===== config.mk =====
export PLATFORM = sky130hd
export DESIGN_NAME = chu_spi_core
export DESIGN_NICKNAME = d
export VERILOG_FILES = /design/src/rtl/chu_spi_core.sv
export SDC_FILE = /design/constraint.sdc
export NUM_CORES = 1
export LEC_CHECK = 0
export CAP_MARGIN = 20
export CORE_ASPECT_RATIO = 0.5
export CORE_MARGIN = 2
export CORE_UTILIZATION = 50
export CTS_BUF_LIST = sky130_fd_sc_hd__clkbuf_8
export DETAILED_ROUTE_END_ITERATION = 10
export DONT_BUFFER_PORTS = 1
export HOLD_SLACK_MARGIN = 0.03
export PLACE_DENSITY = 0.74
export SYNTH_ARGS = -nofsm -noshare
export SYNTH_HDL_FRONTEND = slang
export SYNTH_SLANG_ARGS = --single-unit
export TNS_END_PERCENT = 5

===== constraint.sdc =====
create_clock -name clk -period 3.7 [get_ports clk]
set_input_delay 0.555 -clock clk [delete_from_list [all_inputs] [get_ports clk]]
set_output_delay 0.555 -clock clk [all_outputs]
set_load 0.02 [all_outputs]

===== src/rtl/chu_spi_core.sv =====
// chu_spi_core: byte-wide SPI master in an FPro MMIO slot.
// Software programs slave selects, mode and divider, then writes a byte to start a transfer.
module chu_spi_core #(
  parameter int S = 2
) (
  input  logic          clk,
  input  logic          reset,
  input  logic          cs,
  input  logic          read,
  input  logic          write,
  input  logic [4:0]    addr,
  input  logic [31:0]   wr_data,
  output logic [31:0]   rd_data,
  output logic          spi_sclk,
  output logic          spi_mosi,
  input  logic          spi_miso,
  output logic [S-1:0]  spi_ss_n
);

  typedef enum logic [1:0] {
    IDLE,
    CPHA_DELAY,
    P0,
    P1
  } state_t;

  state_t       state_reg, state_next;
  logic [15:0]  c_reg, c_next;
  logic [2:0]   n_reg, n_next;
  logic [7:0]   tx_reg, tx_next;
  logic [7:0]   rx_reg, rx_next;
  logic [7:0]   rx_byte_reg, rx_byte_next;
  logic         ready_reg, ready_next;
  logic [15:0]  dvsr_reg, dvsr_next;
  logic         cpol_reg, cpol_next;
  logic         cpha_reg, cpha_next;
  logic [17:0]  ctrl_reg;
  logic [S-1:0] ss_n_reg;

  logic wr_ss, wr_ctrl, wr_tx, last, p_clk;
  logic unused;

  assign unused  = ^{read, addr[4:2], wr_data};
  assign wr_ss   = cs & write & (addr[1:0] == 2'd1);
  assign wr_ctrl = cs & write & (addr[1:0] == 2'd2);
  assign wr_tx   = cs & write & (addr[1:0] == 2'd3);
  assign last    = (c_reg == dvsr_reg);

  always_ff @(posedge clk or posedge reset) begin
    if (reset) begin
      ss_n_reg <= '1;
      ctrl_reg <= '0;
    end else begin
      if (wr_ss)
        ss_n_reg <= wr_data[S-1:0];
      if (wr_ctrl)
        ctrl_reg <= wr_data[17:0];
    end
  end

  always_ff @(posedge clk or posedge reset) begin
    if (reset) begin
      state_reg   <= IDLE;
      c_reg       <= '0;
      n_reg       <= '0;
      tx_reg      <= '0;
      rx_reg      <= '0;
      rx_byte_reg <= '0;
      ready_reg   <= 1'b1;
      dvsr_reg    <= '0;
      cpol_reg    <= 1'b0;
      cpha_reg    <= 1'b0;
    end else begin
      state_reg   <= state_next;
      c_reg       <= c_next;
      n_reg       <= n_next;
      tx_reg      <= tx_next;
      rx_reg      <= rx_next;
      rx_byte_reg <= rx_byte_next;
      ready_reg   <= ready_next;
      dvsr_reg    <= dvsr_next;
      cpol_reg    <= cpol_next;
      cpha_reg    <= cpha_next;
    end
  end

  always_comb begin
    state_next   = state_reg;
    c_next       = c_reg;
    n_next       = n_reg;
    tx_next      = tx_reg;
    rx_next      = rx_reg;
    rx_byte_next = rx_byte_reg;
    ready_next   = ready_reg;
    dvsr_next    = dvsr_reg;
    cpol_next    = cpol_reg;
    cpha_next    = cpha_reg;
    unique case (state_reg)
      IDLE: begin
        if (wr_tx) begin
          tx_next    = wr_data[7:0];
          dvsr_next  = ctrl_reg[15:0];
          cpol_next  = ctrl_reg[16];
          cpha_next  = ctrl_reg[17];
          ready_next = 1'b0;
          n_next     = '0;
          c_next     = '0;
          state_next = ctrl_reg[17] ? CPHA_DELAY : P0;
        end
      end
      CPHA_DELAY: begin
        if (last) begin
          c_next     = '0;
          state_next = P0;
        end else begin
          c_next = c_reg + 16'd1;
        end
      end
      P0: begin
        if (last) begin
          rx_next    = {rx_reg[6:0], spi_miso};
          c_next     = '0;
          state_next = P1;
        end else begin
          c_next = c_reg + 16'd1;
        end
      end
      P1: begin
        if (last) begin
          tx_next = {tx_reg[6:0], 1'b0};
          c_next  = '0;
          if (n_reg == 3'd7) begin
            state_next   = IDLE;
            ready_next   = 1'b1;
            rx_byte_next = rx_reg;
          end else begin
            n_next     = n_reg + 3'd1;
            state_next = P0;
          end
        end else begin
          c_next = c_reg + 16'd1;
        end
      end
      default: state_next = IDLE;
    endcase
  end

  // Phase clock is high in the second half-bit for cpha=0, the first for cpha=1
  assign p_clk = ((state_reg == P1) & ~cpha_reg) |
                 ((state_reg == P0) & cpha_reg);

  assign spi_sclk = p_clk ^ cpol_reg;
  assign spi_mosi = tx_reg[7];
  assign spi_ss_n = ss_n_reg;
  assign rd_data  = (addr[1:0] == 2'd0) ?
                    {23'b0, ready_reg, rx_byte_reg} : 32'b0;

endmodule


==> metrics.cfg, run 1 <==
[sta]
maxSlewViolCount = 0
finalSetupViolations = 0
finalCritPeriodShare_pct = 69.88
fin_setup_tns_ns = 0
worst_pin_slew_ns = 0.9862
post-route-min-period_ns = 2.585
max_slew_margin_pct = 33.91
grt_setup_unrepaired = no
fin_skew_ns = 0.009231
timing_hold_violations_final = 0
fmaxAchievable_ghz = 0.3868

[floorplan]
fp-row-count = 23
die_y_um = 68.45
die-width_um = 132.9
placeableCoreArea_mm2 = 0.008029
starting_density_of_the_core_pct = 51.74
top_level_ports = 79
design.die.area_mm2 = 0.009097

[yosys]
register_bit_total_from_synthesis = 84
synth_async_sr_flop_share_pct = 100.0
post_synth_top_flop = sky130_fd_sc_hd__dfrtp_1
number_of_synthesis_warnings = 0
netlist.area_leader.share_pct = 48.80
synth_commonest_cells = 81 x sky130_fd_sc_hd__dfrtp_1, 69 x sky130_fd_sc_hd__nand2_1, 27 x sky130_fd_sc_hd__mux2_1
ys_types = 51
synth_edf_count = 0
seq_area_frac_synth_pct = 50.69
synth.avg_cell_area_um2 = 10.65
synthMostInstantiatedCell = sky130_fd_sc_hd__dfrtp_1
synth_top_cells_by_area = sky130_fd_sc_hd__dfrtp_1 49%, sky130_fd_sc_hd__mux2_1 7.3%, sky130_fd_sc_hd__nand2_1 6.2%
library_cell_with_the_largest_summed_area_after_synthesis = sky130_fd_sc_hd__dfrtp_1
syn_inst = 390
synth.cell_area_mm2 = 0.004154

[routing]
detail_route.first_pass.iterations = 4
drc = 0
drt_wl_total_um = 7774
number_of_antenna_violating_nets_in_the_routed_design = 0
detailedRoute.firstIterationViolations = 160
viasPerCell = 5.473
vias = 2775
post_drt_wl_per_cell_um = 15.33

[min_path]
hp-class = in2async

[cts]
clock-root-buffer = sky130_fd_sc_hd__clkbuf_8
post_cts.resized_instances = 0
clock_latency_ns = 0.35
cts_htree_levels = 3
cts_sinks = 84
register_clock_pin_slew_on_the_reported_worst_setup_and_hold_paths_ns = 0.08
cts_inserted_buffers = 9
cts_tree = yes
cts_hold_buffers = 0
cts_max_path_buffers = 2
post-cts-setup-buffer-count = 0

[critical_path]
crit_arrival_ns = 2.83
capture_point_of_the_critical_path = c_reg[8]
rrSetupSlack_ns = 1.11
timing.rr.start = c_reg[12]
cp_launch_point = c_reg[12]
critical_path.max_fanout = 15
worstSetupEndpointType = flop
worstRegToRegCells = 5
worstSetupPathType = reg2reg
worst_setup_path_start_kind = flop
worst_r2r_endpoint = c_reg[8]
required_ns = 3.94

[grt]
grtUsageMet2_pct = 30.63
grt_util_met1_pct = 23.02
antenna_found_initial = 0
largest_net_degree_at_the_start_of_global_routing = 33
grt-ovfl-total = 0
grt-busiest-layer = met2
grt_util_all_layers_pct = 17.98
vias_in_the_first_global_route = 2594
grt.met3_usage_pct = 4.963
grt_first_pass_wirelength_um = 12690

[power_and_ir_drop]
overall_power_w = 0.001718
power_leakage_nw = 2.059
pd_cells_mw_per_mm2 = 392.4
vdd_drop_max_mv = 0.2140

[final_layout]
drive_above_1_share_pct = 10.63
finish.net_count = 436
layout-area-overhead-vs-synth_pct = 5.392
antenna_cells = 0
largest_register_ff_count = 18

[placement]
gpl.final_weighted_congestion = 0.8116
hpwlAfterDp_um = 5416
port_buffers = 0

[job]
maxCapViolations = 0

[status]
run_status = finished clean

[cells in the final DEF, fill, tap and decap left out, types with 4 or more instances in the layout]
cell type,instances
sky130_fd_sc_hd__a21oi_1,5
sky130_fd_sc_hd__a22oi_1,6
sky130_fd_sc_hd__a31oi_1,12
sky130_fd_sc_hd__and2_1,10
sky130_fd_sc_hd__buf_4,7
sky130_fd_sc_hd__clkbuf_8,13
sky130_fd_sc_hd__conb_1,23
sky130_fd_sc_hd__dfrtp_1,81
sky130_fd_sc_hd__inv_1,9
sky130_fd_sc_hd__mux2_1,27
sky130_fd_sc_hd__mux2_2,9
sky130_fd_sc_hd__mux2i_1,11
sky130_fd_sc_hd__nand2_1,69
sky130_fd_sc_hd__nand3_1,8
sky130_fd_sc_hd__nor2_1,8
sky130_fd_sc_hd__nor3_1,6
sky130_fd_sc_hd__nor4_1,4
sky130_fd_sc_hd__o21ai_1,11
sky130_fd_sc_hd__or4_1,4
sky130_fd_sc_hd__xor2_1,17
[worst max-delay path, stage by stage (launching register included)]
cell and delay (ns):
sky130_fd_sc_hd__dfrtp_1 0.45, sky130_fd_sc_hd__xor2_1 0.18, sky130_fd_sc_hd__nor4_1 0.54, sky130_fd_sc_hd__and4_1 0.70
sky130_fd_sc_hd__nor2_1 0.23, sky130_fd_sc_hd__a221o_1 0.36
[routing by layer]
metal | wire, um | vias up
met2 | 3610 | 82
met3 | 411 | 8
met1 | 3686 | 1363
li1 | - | 1322
met5 | 0 | -
met4 | 66 | 0
[report_power, final]
part / switching (W) / internal [W] / total [W] / leakage, nW
combinational: 0.0000549 / 0.0000342 / 0.0000890 / 0.909
clock: 0.000313 / 0.000312 / 0.000626 / 0.108
sequential: 0.0000332 / 0.000970 / 0.00100 / 1.04
[logic make-up after synthesis]
| family | Yosys count | share of synthesized area (%) |
|---|---|---|
| AOI/OAI and AO/OA | 55 | 8.886 |
| adders and majority gates | 3 | 0.9037 |
| other | 1 | 0.09027 |
| muxes | 47 | 12.41 |
| DFF | 84 | 50.69 |
| buffers and inverters | 49 | 6.686 |
| and+or+nand+nor | 132 | 16.33 |
| xor gates and xnor gates | 19 | 4.006 |
[stage by stage]
| step | setup slack (ns) | instances | hold slack [ns] | util [%] | cell area [um2] |
|---|---|---|---|---|---|
| 3_5_place_dp | 1.126 | 491 | 0.4248 | 52.14 | 4187 |
| 2_1_floorplan | 0.9848 | 412 | 0.4331 | - | 4237 |
| 4_1_cts | 1.097 | 507 | 0.03813 | 54.53 | 4378 |
| 3_3_place_gp | 1.118 | 491 | 0.4262 | 52.14 | 4187 |
| 5_1_grt | 0.8749 | 507 | 0.05040 | 54.53 | 4378 |
| 6_report | 1.115 | 507 | 0.03823 | 54.53 | 4378 |
[worst min path at each step]
stage / start / cells after the start / slack (ns) / to
floorplan: ctrl_reg[10] / 2 / 0.43 / dvsr_reg[10]
global placement: reset / 1 / 0.43 / tx_reg[2]
detailed placement: reset / 1 / 0.42 / n_reg[0]
CTS: reset / 1 / 0.04 / rx_byte_reg[2]
global route: reset / 1 / 0.05 / rx_byte_reg[2]
finish: reset / 1 / 0.04 / rx_byte_reg[2]
[final cells by class]
cell class | count | area [um2]
clock buffer | 13 | 178.9
clock inverter | 3 | 12.51
fill | 709 | 3651
inverter | 9 | 35.03
multi-input combinational | 279 | 1853
sequential | 84 | 2106
tap | 112 | 140.1
timing repair buffer | 7 | 52.55
Note: power is estimated with default switching activity, not from simulation.
==> run 2: changes to the inputs <==
Settings changed: PLACE_DENSITY 0.74 to 0.77.
Clock period 3.7 ns to 2.3 ns, I/O delays scaled along.
==> metrics.cfg, run 2 (same netlist as run 1, synthesis figures left out) <==
[critical_path]
worstSetupEndpointType = flop
critical_path.max_fanout = 8  ; -7
crit_arrival_ns = 2.35  ; -0.48 ns
worst_setup_path_start_kind = flop
worstSetupPathType = reg2reg
timing.rr.start = c_reg[12]
rrSetupSlack_ns = 0.20  ; -0.91 ns
worst_path_largest_cell_delay_ns = 0.45  ; -0.25 ns
worstRegToRegCells = 6  ; +1
cp_cell_sequence = xor2_1 > nor4_2 > and4_1 > buf_4 > nand3_4 > mux2_1
cp_slowest_cell = sky130_fd_sc_hd__dfrtp_1
worst_r2r_endpoint = rx_reg[4]
required_ns = 2.55  ; -1.39 ns

[power_and_ir_drop]
combPwrFrac_pct = 5.7  ; +0.5 points
p_sw_w = 0.0007002  ; +74%
pwr-share-clk_pct = 35.0  ; -1.4 points
share_seq_of_total_power_pct = 59.3  ; +0.9 points
internal_power_w = 0.002019  ; +53%
pd_cells_mw_per_mm2 = 606.7  ; +55%
power_leakage_nw = 2.100  ; +2.0%
vdd_drop_max_mv = 0.4023  ; +88%
switching_share_pct = 25.75  ; +2.4 points

[cts]
cts_hold_buffers = 0  ; unchanged
register_clock_pin_slew_on_the_reported_worst_setup_and_hold_paths_ns = 0.09  ; about the same
cts_htree_levels = 3  ; unchanged
cts_tree = yes
cts_max_path_buffers = 2  ; unchanged
post-cts-setup-buffer-count = 0  ; unchanged
clock-root-buffer = sky130_fd_sc_hd__clkbuf_8
cts_sinks = 84  ; unchanged
cts_inserted_buffers = 9  ; unchanged
clock_latency_ns = 0.37  ; +0.02 ns
post_cts.resized_instances = 0  ; unchanged

[sta]
max_slew_margin_pct = 43.36  ; +9.5 points
fmaxAchievable_ghz = 0.4767  ; +23%
fin_skew_ns = 0.01033  ; +0.001098 ns
fin_worst_hold_slack_ns = 0.008455  ; -0.02978 ns
finalCritPeriodShare_pct = 91.20  ; +21 points
finalSetupViolations = 0  ; unchanged
timing_hold_violations_final = 0  ; unchanged
post-route-min-period_ns = 2.098  ; -0.4878 ns
grt_setup_unrepaired = no
fin_setup_tns_ns = 0  ; unchanged
worst_pin_slew_ns = 0.8478  ; -0.1383 ns
maxSlewViolCount = 0  ; unchanged

[routing]
detailedRoute.firstIterationViolations = 190  ; +19%
drt_wl_total_um = 7950  ; +2.3%
vias = 2777  ; +0.072%
viasPerCell = 5.361  ; -2.1%
number_of_antenna_violating_nets_in_the_routed_design = 0  ; unchanged
detail_route.first_pass.iterations = 4  ; unchanged
drc = 0  ; unchanged
post_drt_wl_per_cell_um = 15.35  ; about the same

[final_layout]
largest_register_ff_count = 18  ; unchanged
layout.cells.most_common_list = 81 x sky130_fd_sc_hd__dfrtp_1, 69 x sky130_fd_sc_hd__nand2_1, 27 x sky130_fd_sc_hd__mux2_1, 23 x sky130_fd_sc_hd__conb_1, 17 x sky130_fd_sc_hd__xor2_1
layout-area-overhead-vs-synth_pct = 7.922
mostFrequentLayoutCell = sky130_fd_sc_hd__dfrtp_1
drive_above_1_share_pct = 13.79  ; +3.2 points
finish.net_count = 447  ; +2.5%
post-route-cell-area_mm2 = 0.004483  ; +2.4%
finish.cell_count_without_fillers = 518  ; +2.2%
antenna_cells = 0  ; unchanged

[floorplan]
design.die.area_mm2 = 0.009097  ; unchanged
fp-row-count = 23  ; unchanged
placeableCoreArea_mm2 = 0.008029  ; unchanged
starting_density_of_the_core_pct = 51.74  ; unchanged
die_y_um = 68.45  ; unchanged
die-width_um = 132.9  ; unchanged
top_level_ports = 79  ; unchanged

[grt]
grt-ovfl-total = 0  ; unchanged
vias_in_the_first_global_route = 2631  ; +1.4%
grt_first_pass_wirelength_um = 13080  ; +3.1%
antenna_found_initial = 0  ; unchanged
grt_util_all_layers_pct = 18.87  ; +0.89 points
largest_net_degree_at_the_start_of_global_routing = 38  ; +15%

[placement]
place_area_mm2 = 0.004297  ; +2.6%
hpwlAfterDp_um = 5751  ; +6.2%
dp_cells = 502  ; +2.2%
port_buffers = 0  ; unchanged
gpl.final_weighted_congestion = 0.8361  ; +3.0%

[job]
maxCapViolations = 0  ; unchanged

[status]
run_status = finished clean

[min_path]
hp-class = in2async

[run 2: changes by cell type in the layout (fill, tap and decap cells not counted), moves of 2 or more]
| cell | previous run | this run |
|---|---|---|
| sky130_fd_sc_hd__buf_4 | 7 | 16 |
| sky130_fd_sc_hd__clkbuf_8 | 13 | 9 |
| sky130_fd_sc_hd__inv_6 | 0 | 3 |
| sky130_fd_sc_hd__nor4_1 | 4 | 2 |
| sky130_fd_sc_hd__buf_12 | 0 | 2 |
| sky130_fd_sc_hd__clkinvlp_4 | 0 | 3 |
| sky130_fd_sc_hd__nor4_2 | 1 | 3 |
[run 2: layer usage]
layer | up-vias | share of wire [%] | GRT usage (%)
met5 | - | 0 | 0
met4 | 0 | 1.2 | 6.720
met3 | 10 | 4.7 | 4.963
met2 | 63 | 48 | 31.99
met1 | 1361 | 46 | 24.02
li1 | 1343 | - | -
[run 2: worst max-delay path: cells and delay by family (launching register included)]
kind | cells | cell delay, ns
mux | 1 | 0.34
simple gates | 3 | 0.81
flops | 1 | 0.45
xor+xnor | 1 | 0.20
buf+inv | 1 | 0.18
[run 2: cell type report]
| cell class | count | area [um2] |
|---|---|---|
| fillers | 675 | 3546 |
| flip-flops and latches | 84 | 2106 |
| multi-input cells | 279 | 1866 |
| repair buffers | 18 | 160.2 |
| well taps | 112 | 140.1 |
| clock buffers | 9 | 123.9 |
| clock inverters | 7 | 50.05 |
| inverters | 9 | 37.54 |
[run 2: worst max path at each step]
stage | end | cells past startpoint | slack [ns] | startpoint
6_report | rx_reg[4] | 6 | 0.20 | c_reg[12]
5_1_grt | rx_reg[4] | 6 | 0.12 | c_reg[12]
4_1_cts | rx_byte_reg[2] | 5 | 0.11 | c_reg[12]
3_5_place_dp | rx_byte_reg[2] | 5 | 0.14 | c_reg[12]
3_3_place_gp | rx_byte_reg[7] | 5 | 0.12 | c_reg[12]
2_1_floorplan | rx_byte_reg[0] | 5 | 0.30 | c_reg[12]
[run 2: power groups by stage]
stage	logic [W]	registers [W]	clock network, W
after global routing	0.000174	0.00162	0.00103
after detailed placement	0.000158	0.00164	0
final	0.000154	0.00161	0.000953
after global placement	0.000151	0.00164	0
after CTS	0.000158	0.00161	0.000974
after floorplan	0.000156	0.00163	0
[run 2: metrics by stage]
stage / setup slack [ns] / utilization, % / power, W
2_1_floorplan: 0.3028 / - / 0.001784
5_1_grt: 0.1250 / 55.84 / 0.002825
3_3_place_gp: 0.1209 / 53.51 / 0.001788
3_5_place_dp: 0.1359 / 53.51 / 0.001800
6_report: 0.2024 / 55.84 / 0.002720
4_1_cts: 0.1063 / 55.68 / 0.002745
==> run 3: changes to the inputs <==
Settings changed: ABC_CLOCK_PERIOD_IN_PS set to 2300.
==> results of run 3 <==
Same layout as run 2: the final DEF is identical, and so are final timing and power.
